**src/rtl/mem_copy_dma.sv**
```systemverilog
// rtl/mem_copy_dma.sv - MMIO-programmed XRAM copy/fill engine with chunk buffer
//
// Ports:
//   clk, rst            clock (rising edge) and asynchronous active-low reset
//   stb, wr, addr,      CPU register access; ack/in_addr_range flag hits on the
//   data_in, data_out,  16-byte register window at BASE_ADDR, data_out is
//   ack, in_addr_range  combinational read data
//   xram_*              XRAM master beat interface; one beat per xram_ack
//   busy, irq           engine active; done && irq_en

module mem_copy_dma #(
    parameter logic [15:0] BASE_ADDR = 16'hfa00,
    parameter int          BUF_DEPTH = 16,
    parameter int          BUF_AW    = 4
) (
    input  logic        clk,
    input  logic        rst,
    input  logic        stb,
    input  logic        wr,
    input  logic [15:0] addr,
    input  logic [7:0]  data_in,
    output logic [7:0]  data_out,
    output logic        ack,
    output logic        in_addr_range,
    output logic [15:0] xram_addr,
    output logic [7:0]  xram_data_out,
    input  logic [7:0]  xram_data_in,
    input  logic        xram_ack,
    output logic        xram_stb,
    output logic        xram_wr,
    output logic        busy,
    output logic        irq
);

    typedef enum logic [1:0] {
        IDLE  = 2'b00,
        READ  = 2'b01,
        WRITE = 2'b10
    } state_t;

    localparam logic [1:0]      MODE_COPY = 2'b00;
    localparam logic [1:0]      MODE_FILL = 2'b01;
    localparam logic [15:0]     DEPTH16   = 16'(BUF_DEPTH);
    localparam logic [BUF_AW:0] DEPTH_C   = (BUF_AW + 1)'(BUF_DEPTH);
    localparam logic [BUF_AW:0] IDX_ONE   = (BUF_AW + 1)'(1);

    state_t            state, state_next;
    logic [15:0]       rd_addr, wr_addr, len, eff_len, eff_len_next;
    logic [15:0]       total, total_next;
    logic [BUF_AW:0]   idx, idx_next;
    logic [1:0]        mode;
    logic              irq_en;
    logic [7:0]        fill;
    logic              done, done_set;
    logic [7:0]        buf_mem [BUF_DEPTH];

    logic [3:0]        off;
    logic              cpu_wr, ctrl_wr, abort, start, cfg_wr, status_clr;
    logic              is_idle, beat, last;
    logic [15:0]       remaining, total_plus, start_len, base_addr;
    logic [BUF_AW:0]   chunk;

    // Register window decode. BASE_ADDR is 16-aligned, so the top 12 bits
    // identify the window and the compare never overflows near 16'hffff.
    assign off           = addr[3:0];
    assign in_addr_range = (addr[15:4] == BASE_ADDR[15:4]);
    assign ack           = stb && in_addr_range;
    assign cpu_wr        = ack && wr;
    assign ctrl_wr       = cpu_wr && (off == 4'h0);
    assign abort         = ctrl_wr && data_in[7];

    // Encoding 11 is unreachable; treating it as idle keeps the engine recoverable.
    assign is_idle    = (state != READ) && (state != WRITE);
    assign start      = ctrl_wr && data_in[0] && !data_in[7] && is_idle;
    assign cfg_wr     = cpu_wr && is_idle;
    assign status_clr = cpu_wr && (off == 4'hA) && data_in[0];

    assign xram_stb = (state == READ) || (state == WRITE);
    assign xram_wr  = (state == WRITE);
    assign beat     = xram_stb && xram_ack;
    assign busy     = (state != IDLE);
    assign irq      = done && irq_en;

    // Current chunk is the lesser of the buffer depth and the bytes left.
    assign remaining  = eff_len - total;
    assign chunk      = (remaining >= DEPTH16) ? DEPTH_C : remaining[BUF_AW:0];
    assign last       = ((idx + IDX_ONE) == chunk);
    assign total_plus = total + 16'(chunk);

    // Write-only replays the buffer once, so its length cannot exceed one chunk.
    assign start_len = ((mode == MODE_COPY) || (mode == MODE_FILL) || (len <= DEPTH16))
                       ? len : DEPTH16;

    assign base_addr = (state == WRITE) ? wr_addr : rd_addr;
    assign xram_addr = xram_stb ? (base_addr + total + 16'(idx)) : 16'h0000;

    always_comb begin
        xram_data_out = 8'h00;
        if (state == WRITE) begin
            xram_data_out = (mode == MODE_FILL) ? fill : buf_mem[idx[BUF_AW-1:0]];
        end
    end

    always_comb begin
        data_out = 8'h00;
        if (in_addr_range) begin
            case (off)
                4'h1:    data_out = {5'b0, done, state};
                4'h2:    data_out = rd_addr[7:0];
                4'h3:    data_out = rd_addr[15:8];
                4'h4:    data_out = wr_addr[7:0];
                4'h5:    data_out = wr_addr[15:8];
                4'h6:    data_out = len[7:0];
                4'h7:    data_out = len[15:8];
                4'h8:    data_out = {5'b0, irq_en, mode};
                4'h9:    data_out = fill;
                4'hA:    data_out = {7'b0, done};
                default: data_out = 8'h00;
            endcase
        end
    end

    always_comb begin
        state_next   = state;
        idx_next     = idx;
        total_next   = total;
        eff_len_next = eff_len;
        done_set     = 1'b0;
        case (state)
            READ: begin
                if (beat) begin
                    if (last) begin
                        idx_next   = '0;
                        state_next = WRITE;
                    end else begin
                        idx_next = idx + IDX_ONE;
                    end
                end
            end
            WRITE: begin
                if (beat) begin
                    if (last) begin
                        idx_next   = '0;
                        total_next = total_plus;
                        if (total_plus == eff_len) begin
                            state_next = IDLE;
                            done_set   = 1'b1;
                        end else if (mode == MODE_COPY) begin
                            state_next = READ;
                        end else begin
                            state_next = WRITE;
                        end
                    end else begin
                        idx_next = idx + IDX_ONE;
                    end
                end
            end
            default: begin
                if (start) begin
                    idx_next     = '0;
                    total_next   = 16'h0000;
                    eff_len_next = start_len;
                    if (start_len == 16'h0000) begin
                        state_next = IDLE;
                        done_set   = 1'b1;
                    end else if (mode == MODE_COPY) begin
                        state_next = READ;
                    end else begin
                        state_next = WRITE;
                    end
                end
            end
        endcase
        // Abort overrides everything, including a beat completing this cycle.
        if (abort) begin
            state_next   = IDLE;
            idx_next     = idx;
            total_next   = total;
            eff_len_next = eff_len;
            done_set     = 1'b0;
        end
    end

    always_ff @(posedge clk or negedge rst) begin
        if (!rst) begin
            state   <= IDLE;
            idx     <= '0;
            total   <= 16'h0000;
            eff_len <= 16'h0000;
            done    <= 1'b0;
            rd_addr <= 16'h0000;
            wr_addr <= 16'h0000;
            len     <= 16'h0000;
            mode    <= 2'b00;
            irq_en  <= 1'b0;
            fill    <= 8'h00;
        end else begin
            state   <= state_next;
            idx     <= idx_next;
            total   <= total_next;
            eff_len <= eff_len_next;
            if (done_set) begin
                done <= 1'b1;
            end else if (status_clr) begin
                done <= 1'b0;
            end
            if (cfg_wr) begin
                case (off)
                    4'h2: rd_addr[7:0]  <= data_in;
                    4'h3: rd_addr[15:8] <= data_in;
                    4'h4: wr_addr[7:0]  <= data_in;
                    4'h5: wr_addr[15:8] <= data_in;
                    4'h6: len[7:0]      <= data_in;
                    4'h7: len[15:8]     <= data_in;
                    4'h8: begin
                        mode   <= data_in[1:0];
                        irq_en <= data_in[2];
                    end
                    4'h9: fill <= data_in;
                    default: ;
                endcase
            end
        end
    end

    // Chunk buffer has no reset; its contents persist for write-only mode.
    always_ff @(posedge clk) begin
        if ((state == READ) && beat && !abort) begin
            buf_mem[idx[BUF_AW-1:0]] <= xram_data_in;
        end
    end

endmodule

```
**config.mk**
```make
export PLATFORM = sky130hd
export DESIGN_NAME = mem_copy_dma
export DESIGN_NICKNAME = d
export VERILOG_FILES = /design/src/rtl/mem_copy_dma.sv
export SDC_FILE = /design/constraint.sdc
export NUM_CORES = 1
export LEC_CHECK = 0
export ABC_AREA = 1
export BUFFER_PORTS_ARGS = -buffer_cell sky130_fd_sc_hd__buf_2
export CORE_MARGIN = 10
export CORE_UTILIZATION = 40
export DETAILED_ROUTE_END_ITERATION = 10
export MAX_ROUTING_LAYER = met4
export PLACE_DENSITY_LB_ADDON = 0.12
export SETUP_SLACK_MARGIN = 0.1
export SYNTH_ARGS = -nofsm -noshare
export SYNTH_HDL_FRONTEND = slang
export SYNTH_SLANG_ARGS = --single-unit
```
**constraint.sdc**
```tcl
create_clock -name clk -period 5.6 [get_ports clk]
set_input_delay 0.28 -clock clk [delete_from_list [all_inputs] [get_ports clk]]
set_output_delay 0.28 -clock clk [all_outputs]
set_load 0.05 [all_outputs]
```
# --- Word level (Yosys, flattened, before mapping) ---
# Memory sizes are Yosys's and may differ from the RTL's.
# Index checks and enable logic that the tools add are counted.
totals:
  register_bits: 99
  mem_bits_rw: 128
  input_bits: 37
  out_inout_bits: 38
  wordCells: 128
  mem_count: 1
mem_list:
  columns: ["memory", "words", "word_bits", "read_ports", "rd_clocked_by_memory_dff", "wr", "line", "text"]
  rows:
  - ["buf_mem", 16, 8, 1, 0, 1, "55", "logic [7:0] buf_mem [BUF_DEPTH];"]
op_classes:
  addsub: 5
  n_lt_le_gt_ge: 2
  n_eq_ne: 25
  n_mux: 37
  n_bitwise: 3
  n_reduce_logical: 41
ops:
  columns: ["op", "n"]
  rows:
  - ["2-to-1 mux 16 bit", 6]
  - ["case mux 8 bit (10 select lines)", 1]
  - ["adder 16 x 5 -> 16 bit", 2]
  - ["case mux 16 bit (2 select lines)", 1]
  - ["2-to-1 mux 5 bit", 5]
  - ["2-to-1 mux 8 bit", 3]
  - ["2-to-1 mux 2 bit", 9]
  - ["adder 16 bit", 1]
  - ["equality test 16 bit", 1]
  - ["equality test 4 x 3 -> 1 bit (second input constant)", 4]
  - [">= comparator 16 x 5 -> 1 bit (second input constant)", 1]
  - ["less-or-equal comparator 16 x 5 -> 1 bit (second input constant)", 1]
  - ["zero test 16 bit", 1]
  - ["AND reduction 2 bit", 8]
  - ["subtractor 16 bit", 1]
  - ["logical AND 1 bit", 15]
  - ["equality test 12 bit (second input constant)", 1]
  - ["equality test 4 bit (second input constant)", 3]
  - ["2-to-1 mux 1 bit", 10]
  - ["AND reduction 5 bit", 2]
  - ["equality test 4 x 2 -> 1 bit (second input constant)", 2]
  - ["!= test 2 x 1 -> 1 bit (second input constant)", 4]
  - ["nonzero test 2 bit", 4]
  - ["!= test 3 x 1 -> 1 bit (second input constant)", 2]
  - ["other kinds (17)", 25]

# --- Longest topological paths before layout ---
# Gate-level depths: netlist (run 1).
depth:
  ltp_word: 11
  depth_mapped: 36
  mapped_depth_nobuf: 36

# --- Worst setup path before layout (run 1) ---
# OpenSTA, ideal clock, no wires.
synth_timing:
  path_type: "register -> output"
  from: "register state[0]"
  to: "output xram_addr[15]"
  t_arrival_ns: 5.253
  t_required_ns: 5.320
  setup_slack_ns: 0.067
  stages_incl_launch_ff: 30
  n_path_buf: 2
  path_cell_list: "dfrtp_1 -> inv_1 -> ha_1 -> clkbuf_1 -> clkbuf_1 -> mux2i_1 -> fa_1 -> inv_1 -> ha_1 -> fa_1 -> nand2_1 -> nand2_1 -> a21oi_1 -> nor2_1 -> nor2_1 -> inv_1 -> a21oi_1 -> inv_1 -> nand2_1 -> inv_1 -> or2_2 -> a21oi_1 -> nor2_1 -> o21ai_0 -> nand2_1 -> nand3_1 -> nand2_1 -> a21oi_1 -> o21bai_1 -> a21oi_1"
synth_via:
  elab_chain_len: 5
  word_cells_on_any_way: 7
  cone_classes: "add/sub (2); eq/ne (2); mux (2); reduce/logical (1)"
synth_lines:
  columns: ["element", "line", "text"]
  rows:
  - ["start: declaration", "47", "state_t state, state_next;"]
  - ["start signal: assignment", "198", "state <= state_next;"]
  - ["equality test 2 bit *", null, null]
  - ["net xram_wr", "30", "output logic xram_wr,"]
  - ["2-to-1 mux 16 bit", "94", "assign base_addr = (state == WRITE) ? wr_addr : rd_addr;"]
  - ["adder 16 bit", "95", "assign xram_addr = xram_stb ? (base_addr + total + 16'(idx)) : 16'h0000;"]
  - ["adder 16 x 5 -> 16 bit", "95", null]
  - ["2-to-1 mux 16 bit *", "95", null]
  - ["end: declaration", "25", "output logic [15:0] xram_addr,"]
# The timed path passes the listed nets; every way through them passes the cells marked *.

# --- Worst setup path in the final report (run 1) ---
layout_timing:
  from: "register state[0]"
  to: "output xram_addr[14]"
layout_via:
  elab_chain_len: 5
  word_cells_on_any_way: 7
  cone_classes: "add/sub (2); eq/ne (2); mux (2); reduce/logical (1)"
layout_lines:
  columns: ["element", "line"]
  rows:
  - ["equality test 2 bit", "78, 94"]
  - ["2-to-1 mux 16 bit", "94"]
  - ["adder 16 bit", "95"]
  - ["adder 16 x 5 -> 16 bit", "95"]
  - ["2-to-1 mux 16 bit *", "95"]
# Every way passes the cells marked *; elsewhere a longest branch is shown, timed or not.

==> results of run 1 <==
## metrics by stage
step,area [sq um],power (mW),hold slack (ps)
2_1_floorplan,13080,1.834,-15.59
3_3_place_gp,13930,1.897,235.9
3_5_place_dp,13930,1.898,236.7
4_1_cts,14750,3.492,56.85
5_1_grt,14810,3.573,89.48
6_report,14810,3.464,82.56
## worst register-to-register path: cells and delay by family, from the launching register on
family / cells / cell delay, ps
adder cells (fa/ha/maj): 3 / 960
AO/OA/AOI/OAI: 1 / 170
flip-flops: 1 / 450
AND/OR/NAND/NOR: 22 / 2800
buffers and inverters: 4 / 370
## cells in the mapped netlist (8+ instances only)
cell                       number
sky130_fd_sc_hd__a21oi_1       41
sky130_fd_sc_hd__a221oi_1      12
sky130_fd_sc_hd__a41oi_1       12
sky130_fd_sc_hd__clkbuf_1      38
sky130_fd_sc_hd__dfrtp_1       99
sky130_fd_sc_hd__edfxtp_1     128
sky130_fd_sc_hd__fa_1           8
sky130_fd_sc_hd__ha_1          49
sky130_fd_sc_hd__inv_1        191
sky130_fd_sc_hd__nand2_1      373
sky130_fd_sc_hd__nand2_2       14
sky130_fd_sc_hd__nand3_1       90
sky130_fd_sc_hd__nand3_2        9
sky130_fd_sc_hd__nand4_1       22
sky130_fd_sc_hd__nor2_1       167
sky130_fd_sc_hd__nor3_1        10
sky130_fd_sc_hd__nor4_1         8
sky130_fd_sc_hd__o21ai_0      179
sky130_fd_sc_hd__o22ai_1       53
sky130_fd_sc_hd__xor2_1        10
## cells by family after synthesis
| logic type | Yosys count |
|---|---|
| DFF | 227 |
| AOI/OAI and AO/OA | 315 |
| muxes | 1 |
| adders and majority gates | 57 |
| xor gates and xnor gates | 16 |
| and+or+nand+nor | 721 |
| buffers and inverters | 236 |
## per-layer routing
layer  global-route usage (%)  vias to the layer above  wire length [um]  share of wire [%]
li1                         -                     5470                 -                  -
met4                    4.761                        0               837                2.1
met5                        -                        -                 0                  0
met3                    2.759                       55              2364                5.8
met1                    28.73                     5329             19600                 48
met2                    29.58                      360             17710                 44
## worst min-delay path by stage
stage	end	start	slack [ps]
2_1_floorplan	done	rst	-20
3_3_place_gp	total[10]	rst	240
3_5_place_dp	eff_len[14]	rst	240
4_1_cts	done	data_in[0]	60
5_1_grt	done	data_in[0]	90
6_report	done	data_in[0]	80
## state kept, by name, summed over array words and instances (netlist names)
| register | cells |
|---|---|
| done | 1 |
| eff_len | 16 |
| total | 16 |
| irq_en | 1 |
| rd_addr | 16 |
| mode | 2 |
| idx | 5 |
| len | 16 |
| wr_addr | 16 |
| buf_mem | 128 |
| fill | 8 |
| state | 2 |
## where the power goes
| group | internal, mW | switching, mW | leakage (nW) |
|---|---|---|---|
| registers | 1.77 | 0.000126 | 2.36 |
| clock network | 0.925 | 0.674 | 0.399 |
| logic | 0.0215 | 0.0748 | 3.93 |
## what timing repair did
item                                    CTS  global route
endpoints found under the hold margin    25             0
buffers inserted                          0             4
resized for setup                         1            10
pin swaps                                 0             4
endpoints found under the setup margin    1             4
hold buffers                              1             0
## layout make-up
| cell class | instances | area, sq um | share of cell area, % |
|---|---|---|---|
| sequential | 227 | 6322 | 42.70 |
| multi-input combinational | 1110 | 5892 | 39.79 |
| clock buffer | 40 | 753.2 | 5.087 |
| inverter | 194 | 728.2 | 4.918 |
| tap | 442 | 553.0 | 3.735 |
| timing repair buffer | 91 | 505.5 | 3.414 |
| clock inverter | 8 | 53.80 | 0.3633 |
==> results_tabular.tex, run 1 <==
\begin{tabular}{lr}
\hline
Metric & Value \\
\hline
\multicolumn{2}{l}{\textbf{Synthesis}} \\
Synthesis warning total & 0 \\
Adder-cell area share of the yosys netlist & under 10\% \\
Average instance area after synthesis & about 8.3 sq um \\
Top cells by area in the synthesized netlist & sky130\_fd\_sc\_hd\_\_edfxtp\_1 29\%, sky130\_fd\_sc\_hd\_\_dfrtp\_1 19\%, sky130\_fd\_sc\_hd\_\_nand2\_1 11\% \\
Complex-gate fraction of the synthesized area & a little over an eighth \\
Count of mapped cells out of synthesis & 1,573 \\
Syn nets & 1,667 \\
XOR/XNOR share of the synthesized area & 1.072\% \\
Primary flip-flop cell chosen by synthesis mapping & sky130\_fd\_sc\_hd\_\_edfxtp\_1 \\
Fraction of registers with async set/reset & roughly 44\% \\
Yosys reg bits & 227 \\
Main combinational cell family by area after synthesis & simple AND/OR/NAND/NOR gates \\
Number of enable flip-flop cells after synthesis & between 100 and 150 \\
Proportion of synthesized area in mux cells & less than 1\% \\
Post-synth top area share & between 20\% and 30\% \\
Share of synthesized cell area in and, or, nand and nor gates & 24.11\% \\
Summed instance area of the synthesized netlist & between 10,000 and 15,000 sq um \\
Register area share after synthesis & around half \\
Distinct cell type count of the synthesized netlist & 54 \\
Most area-hungry cell type in the Yosys netlist & sky130\_fd\_sc\_hd\_\_edfxtp\_1 \\
\multicolumn{2}{l}{\textbf{Layout}} \\
Diodes inserted & 0 \\
Fraction of final layout cells sized beyond drive strength 1 & between 10\% and 20\% \\
Number of filler instances in the final layout & 3,333 \\
Final cell count without fillers & around 2,100 \\
End-of-flow core utilization & between 40\% and 50\% \\
Leading cell types in the layout, fill and taps excluded & 373 x sky130\_fd\_sc\_hd\_\_nand2\_1, 189 x sky130\_fd\_sc\_hd\_\_inv\_1, 177 x sky130\_fd\_sc\_hd\_\_o21ai\_0 \\
Net count, final & 1,744 \\
Most common cell after layout, fill and taps aside & sky130\_fd\_sc\_hd\_\_nand2\_1 \\
Area grow syn2layout & 13.24\% \\
\multicolumn{2}{l}{\textbf{Route}} \\
Wire length per cell after detailed routing & between 15 and 20 um \\
Final routed DRC violation total & 0 \\
Via count & roughly 11,000 \\
Number of nets still failing antenna checks after routing & 0 \\
Ratio of routed vias to standard cells & about 5.3 \\
Total iterations of the first detailed-routing run & 5 \\
First DRT Iteration DRCs & around 860 \\
Total Wirelength & 40,520 um \\
\multicolumn{2}{l}{\textbf{Worst setup path}} \\
Critical R2R Capture & done \\
Critical-path maximum fanout & 16 \\
Worst setup path endpoint & xram\_addr[14] \\
Critical Path Max Stage Delay & roughly 490 ps \\
Worst setup startpoint & state[0] \\
Data required time of the critical path & between 5000 and 6000 ps \\
Depth of the critical timing path with buffers and inverters included & 29 \\
Critical Path Most Common Cell & sky130\_fd\_sc\_hd\_\_nor2\_1 \\
Internal reg-to-reg setup slack & 810 ps \\
R2r startpoint & total[6] \\
Critical-path cell with the highest stage delay & sky130\_fd\_sc\_hd\_\_fa\_1 \\
Number of cells traversed by the worst register-to-register path & 30 \\
Setup crit start kind & flop \\
CP bufs+invs & 8 \\
Type of element capturing the critical path & output pin \\
CP arrival & approximately 4800 ps \\
Category of cells accounting for the largest share of critical-path delay & buffers and inverters \\
Critical Setup Path Class & reg -> out \\
\multicolumn{2}{l}{\textbf{Pwr}} \\
Power per standard cell area & between 200 and 250 nW/um\^{}2 \\
Peak ir drop on the vdd network & between 0.0002 and 0.00025 V \\
Leak pwr & 6.684 nW \\
\multicolumn{2}{l}{\textbf{Die}} \\
Ports & between 70 and 80 \\
Floorplan die area & around 40,000 sq um \\
Row cnt & between 60 and 70 \\
Initial core utilization & between 40\% and 50\% \\
Die extent in y & between 200 and 250 um \\
Core Region & between 30,000 and 40,000 sq um \\
Chip width & 200.8 um \\
\multicolumn{2}{l}{\textbf{Placed design}} \\
Cell count after placement & about 2,100 \\
Final RePlAce weighted congestion & slightly below 1 \\
Count of port buffers added during placement & 74 \\
Placement-stage worst setup slack & around 600 ps \\
DPL Wire Length & between 20,000 and 30,000 um \\
\multicolumn{2}{l}{\textbf{Timing}} \\
Worst-case headroom to the max-slew limit & between 30 and 40\% \\
Final number of setup-violating endpoints & 0 \\
Transition at the pin with the smallest max-transition slack & just under 1000 ps \\
Post-route clock skew & 12.31 ps \\
Unrepaired setup endpoints after global routing & no \\
Period utilisation layout & around 91\% \\
Time the worst path needs with I/O delays and setup & 5118 ps \\
Final critical-path setup slack & 482.4 ps \\
Final-report max-slew violation count & 0 \\
Max Clock Freq & approximately 0.20 GHz \\
Fin. Hold Viols & 0 \\
Setup\_tns & 0 ps \\
\multicolumn{2}{l}{\textbf{CTS}} \\
Clock network latency to the later pin of the worst-skew pair & 540 ps \\
H-tree depth & 1 \\
Worst-case clock buffer depth & 3 \\
Clock tree from TritonCTS & built \\
Number of clock sinks seen by CTS & 227 \\
Clock-pin slew of the registers on the worst-case setup and hold paths & $\sim$60 ps \\
Clock tree root buffer cell & sky130\_fd\_sc\_hd\_\_clkbuf\_16 \\
CTS buffer count & 26 \\
\multicolumn{2}{l}{\textbf{Global route}} \\
First-pass GRT wire length & approximately 63,000 um \\
Largest net degree at the start of global routing & 75 \\
Total track usage & around 20\% \\
Number of antenna violations at the first check in global routing & 0 \\
Via count of the first global-routing pass & $\sim$11,000 \\
Congestion Overflow GR & 0 \\
\multicolumn{2}{l}{\textbf{Worst hold path}} \\
Worst min-delay path category & in -> reg \\
Cell depth of the worst hold path & 4 \\
\multicolumn{2}{l}{\textbf{Run status}} \\
Status & completed \\
\multicolumn{2}{l}{\textbf{Flow run}} \\
Maxcap violations & 0 \\
\hline
\end{tabular}
(Power assumes the default switching activity.)
==> run 2: changes to the inputs <==
CTS_CLUSTER_SIZE = 14   (was default)
clock period = 5.8 ns   (was 5.6 ns; I/O delays follow)
==> run 2 against run 1 <==
Against the previous run: combinational power shrank 7.0%; sequential share of layout area shrank 0.094 points; critical endpoint is now xram_addr[15]; sequential cell count is the same; critical path depth grew 1; cell area grew 0.22%.
==> results_tabular.tex, run 2 (synthesis results as in run 1) <==
\begin{tabular}{lr}
\hline
Metric & Value \\
\hline
\multicolumn{2}{l}{\textbf{Timing}} \\
Final number of setup-violating endpoints & 0 \\
Transition at the pin with the smallest max-transition slack & 1018 ps \\
Final-report max-slew violation count & 0 \\
Setup\_tns & 0 ps \\
Time the worst path needs with I/O delays and setup & 5210 ps \\
Fin. Hold Viols & 0 \\
Unrepaired setup endpoints after global routing & no \\
Worst-case headroom to the max-slew limit & around a third \\
Max Clock Freq & approximately 0.19 GHz \\
Post-route clock skew & around 19 ps \\
Period utilisation layout & 89.84\% \\
\multicolumn{2}{l}{\textbf{Worst setup path}} \\
Critical-path maximum fanout & 27 \\
CP arrival & between 4000 and 5000 ps \\
Data required time of the critical path & approximately 5500 ps \\
Critical Path Most Common Cell & sky130\_fd\_sc\_hd\_\_nand2\_1 \\
Critical Setup Path Class & reg -> out \\
Number of cells traversed by the worst register-to-register path & 30 \\
Critical Path Max Stage Delay & 490 ps \\
Critical-path cell with the highest stage delay & sky130\_fd\_sc\_hd\_\_fa\_1 \\
R2r startpoint & total[5] \\
Worst setup startpoint & state[0] \\
Type of element capturing the critical path & output pin \\
Setup crit start kind & flop \\
\multicolumn{2}{l}{\textbf{Route}} \\
First DRT Iteration DRCs & between 800 and 900 \\
Via count & between 10,000 and 15,000 \\
Ratio of routed vias to standard cells & between 5 and 6 \\
Wire length per cell after detailed routing & 19.07 um \\
Final routed DRC violation total & 0 \\
Total iterations of the first detailed-routing run & 6 \\
Number of nets still failing antenna checks after routing & 0 \\
Total Wirelength & 40,130 um \\
\multicolumn{2}{l}{\textbf{Die}} \\
Initial core utilization & around two fifths \\
Ports & between 70 and 80 \\
Row cnt & 66 \\
Chip width & roughly 200 um \\
Floorplan die area & between 40,000 and 50,000 sq um \\
Core Region & approximately 32,000 sq um \\
Die extent in y & $\sim$200 um \\
\multicolumn{2}{l}{\textbf{Placed design}} \\
Final RePlAce weighted congestion & between 0.9 and 1 \\
DPL Wire Length & $\sim$29,000 um \\
Post-DP Area & approximately 14,000 sq um \\
Count of port buffers added during placement & between 70 and 80 \\
\multicolumn{2}{l}{\textbf{Layout}} \\
Number of flip-flops in the largest register & between 100 and 150 \\
Number of filler instances in the final layout & roughly 3,300 \\
Post-route cell area & about 15,000 sq um \\
Leading cell types in the layout, fill and taps excluded & 373 x sky130\_fd\_sc\_hd\_\_nand2\_1, 190 x sky130\_fd\_sc\_hd\_\_inv\_1, 178 x sky130\_fd\_sc\_hd\_\_o21ai\_0 \\
Diodes inserted & 0 \\
Area grow syn2layout & 13.49\% \\
Most common cell after layout, fill and taps aside & sky130\_fd\_sc\_hd\_\_nand2\_1 \\
Net count, final & $\sim$1,700 \\
Fraction of final layout cells sized beyond drive strength 1 & 10.76\% \\
Register cell area after layout & about 6300 sq um \\
Area taken by multi-input logic gates & about 6000 sq um \\
\multicolumn{2}{l}{\textbf{Worst hold path}} \\
Worst min-delay path category & in -> reg \\
Cell depth of the worst hold path & 4 \\
Hold path startpoint & data\_in[0] \\
\multicolumn{2}{l}{\textbf{Run status}} \\
Status & completed \\
\multicolumn{2}{l}{\textbf{Global route}} \\
Total track usage & 19.84\% \\
Largest net degree at the start of global routing & 72 \\
Number of antenna violations at the first check in global routing & 0 \\
First-pass GRT wire length & $\sim$62,000 um \\
Via count of the first global-routing pass & roughly 11,000 \\
Congestion Overflow GR & 0 \\
\multicolumn{2}{l}{\textbf{Pwr}} \\
Leak pwr & between 6 and 7 nW \\
Power per standard cell area & around 230 nW/um\^{}2 \\
Peak ir drop on the vdd network & 0.0001918 V \\
\multicolumn{2}{l}{\textbf{CTS}} \\
Clock network latency to the later pin of the worst-skew pair & 550 ps \\
Clock-pin slew of the registers on the worst-case setup and hold paths & approximately 60 ps \\
Number of clock sinks seen by CTS & approximately 230 \\
Clock tree from TritonCTS & built \\
CTS buffer count & 26 \\
H-tree depth & 1 \\
Clock tree root buffer cell & sky130\_fd\_sc\_hd\_\_clkbuf\_16 \\
Worst-case clock buffer depth & 3 \\
\multicolumn{2}{l}{\textbf{Flow run}} \\
Maxcap violations & 0 \\
\hline
\end{tabular}
run 2: layer usage:
metal / global-route usage (%) / part of all wire, %
met1: 28.56 / 48
met3: 2.243 / 5.5
met4: 4.301 / 1.8
met5: - / 0
met2: 29.48 / 45
run 2: final timing paths:
kind / slack, ps / to
max: 590 / xram_addr[15]
min: 70 / done
max reg2reg: 1030 / done
min reg2reg: 490 / wr_addr[2]
max in group asynchronous: 4300 / eff_len[8]
min in group asynchronous: 260 / eff_len[14]
run 2: what timing repair did:
action / 4_1_cts / 5_1_grt
hold endpoints to repair: 35 / 0
gates resized for setup: 0 / 7
setup endpoints to repair: 0 / 3
hold buffers: 1 / 0
buffers inserted: 0 / 2
run 2: cell type report:
class / instances / share of cell area [%]
Timing Repair Buffer: 87 / 3.229
Inverter: 194 / 4.907
Tap cell: 442 / 3.726
Clock inverter: 13 / 1.155
Clock buffer: 32 / 4.738
Sequential cell: 227 / 42.60
Multi-Input combinational cell: 1110 / 39.64
run 2: critical path, delay by kind of cell, from the launching register on:
family          cells  cell delay, ps
fa+ha+maj           3            1170
buf+inv             7             720
flops               1             380
compound gates      9            1090
simple gates       11             990
run 2: where the power goes:
group | internal [mW] | total [mW] | leakage (nW) | switching, mW
clock network | 0.996 | 1.67 | 0.425 | 0.673
registers | 1.71 | 1.71 | 2.36 | 0.000122
logic | 0.0208 | 0.0896 | 3.91 | 0.0689
total | 2.72 | 3.47 | 6.69 | 0.742
run 2: per-stage QoR:
stage	worst slack [ps]	hold WS (ps)	std cells	utilization, %	total power, mW
finish	589.6	72.29	2105	45.84	3.467
global route	123.6	95.02	2105	45.84	3.568
CTS	209.0	56.96	2103	45.72	3.500
detailed placement	794.4	303.1	2057	42.98	1.831
global placement	890.9	300.8	2057	42.98	1.831
floorplan	256.7	-5.591	1573	-	1.771
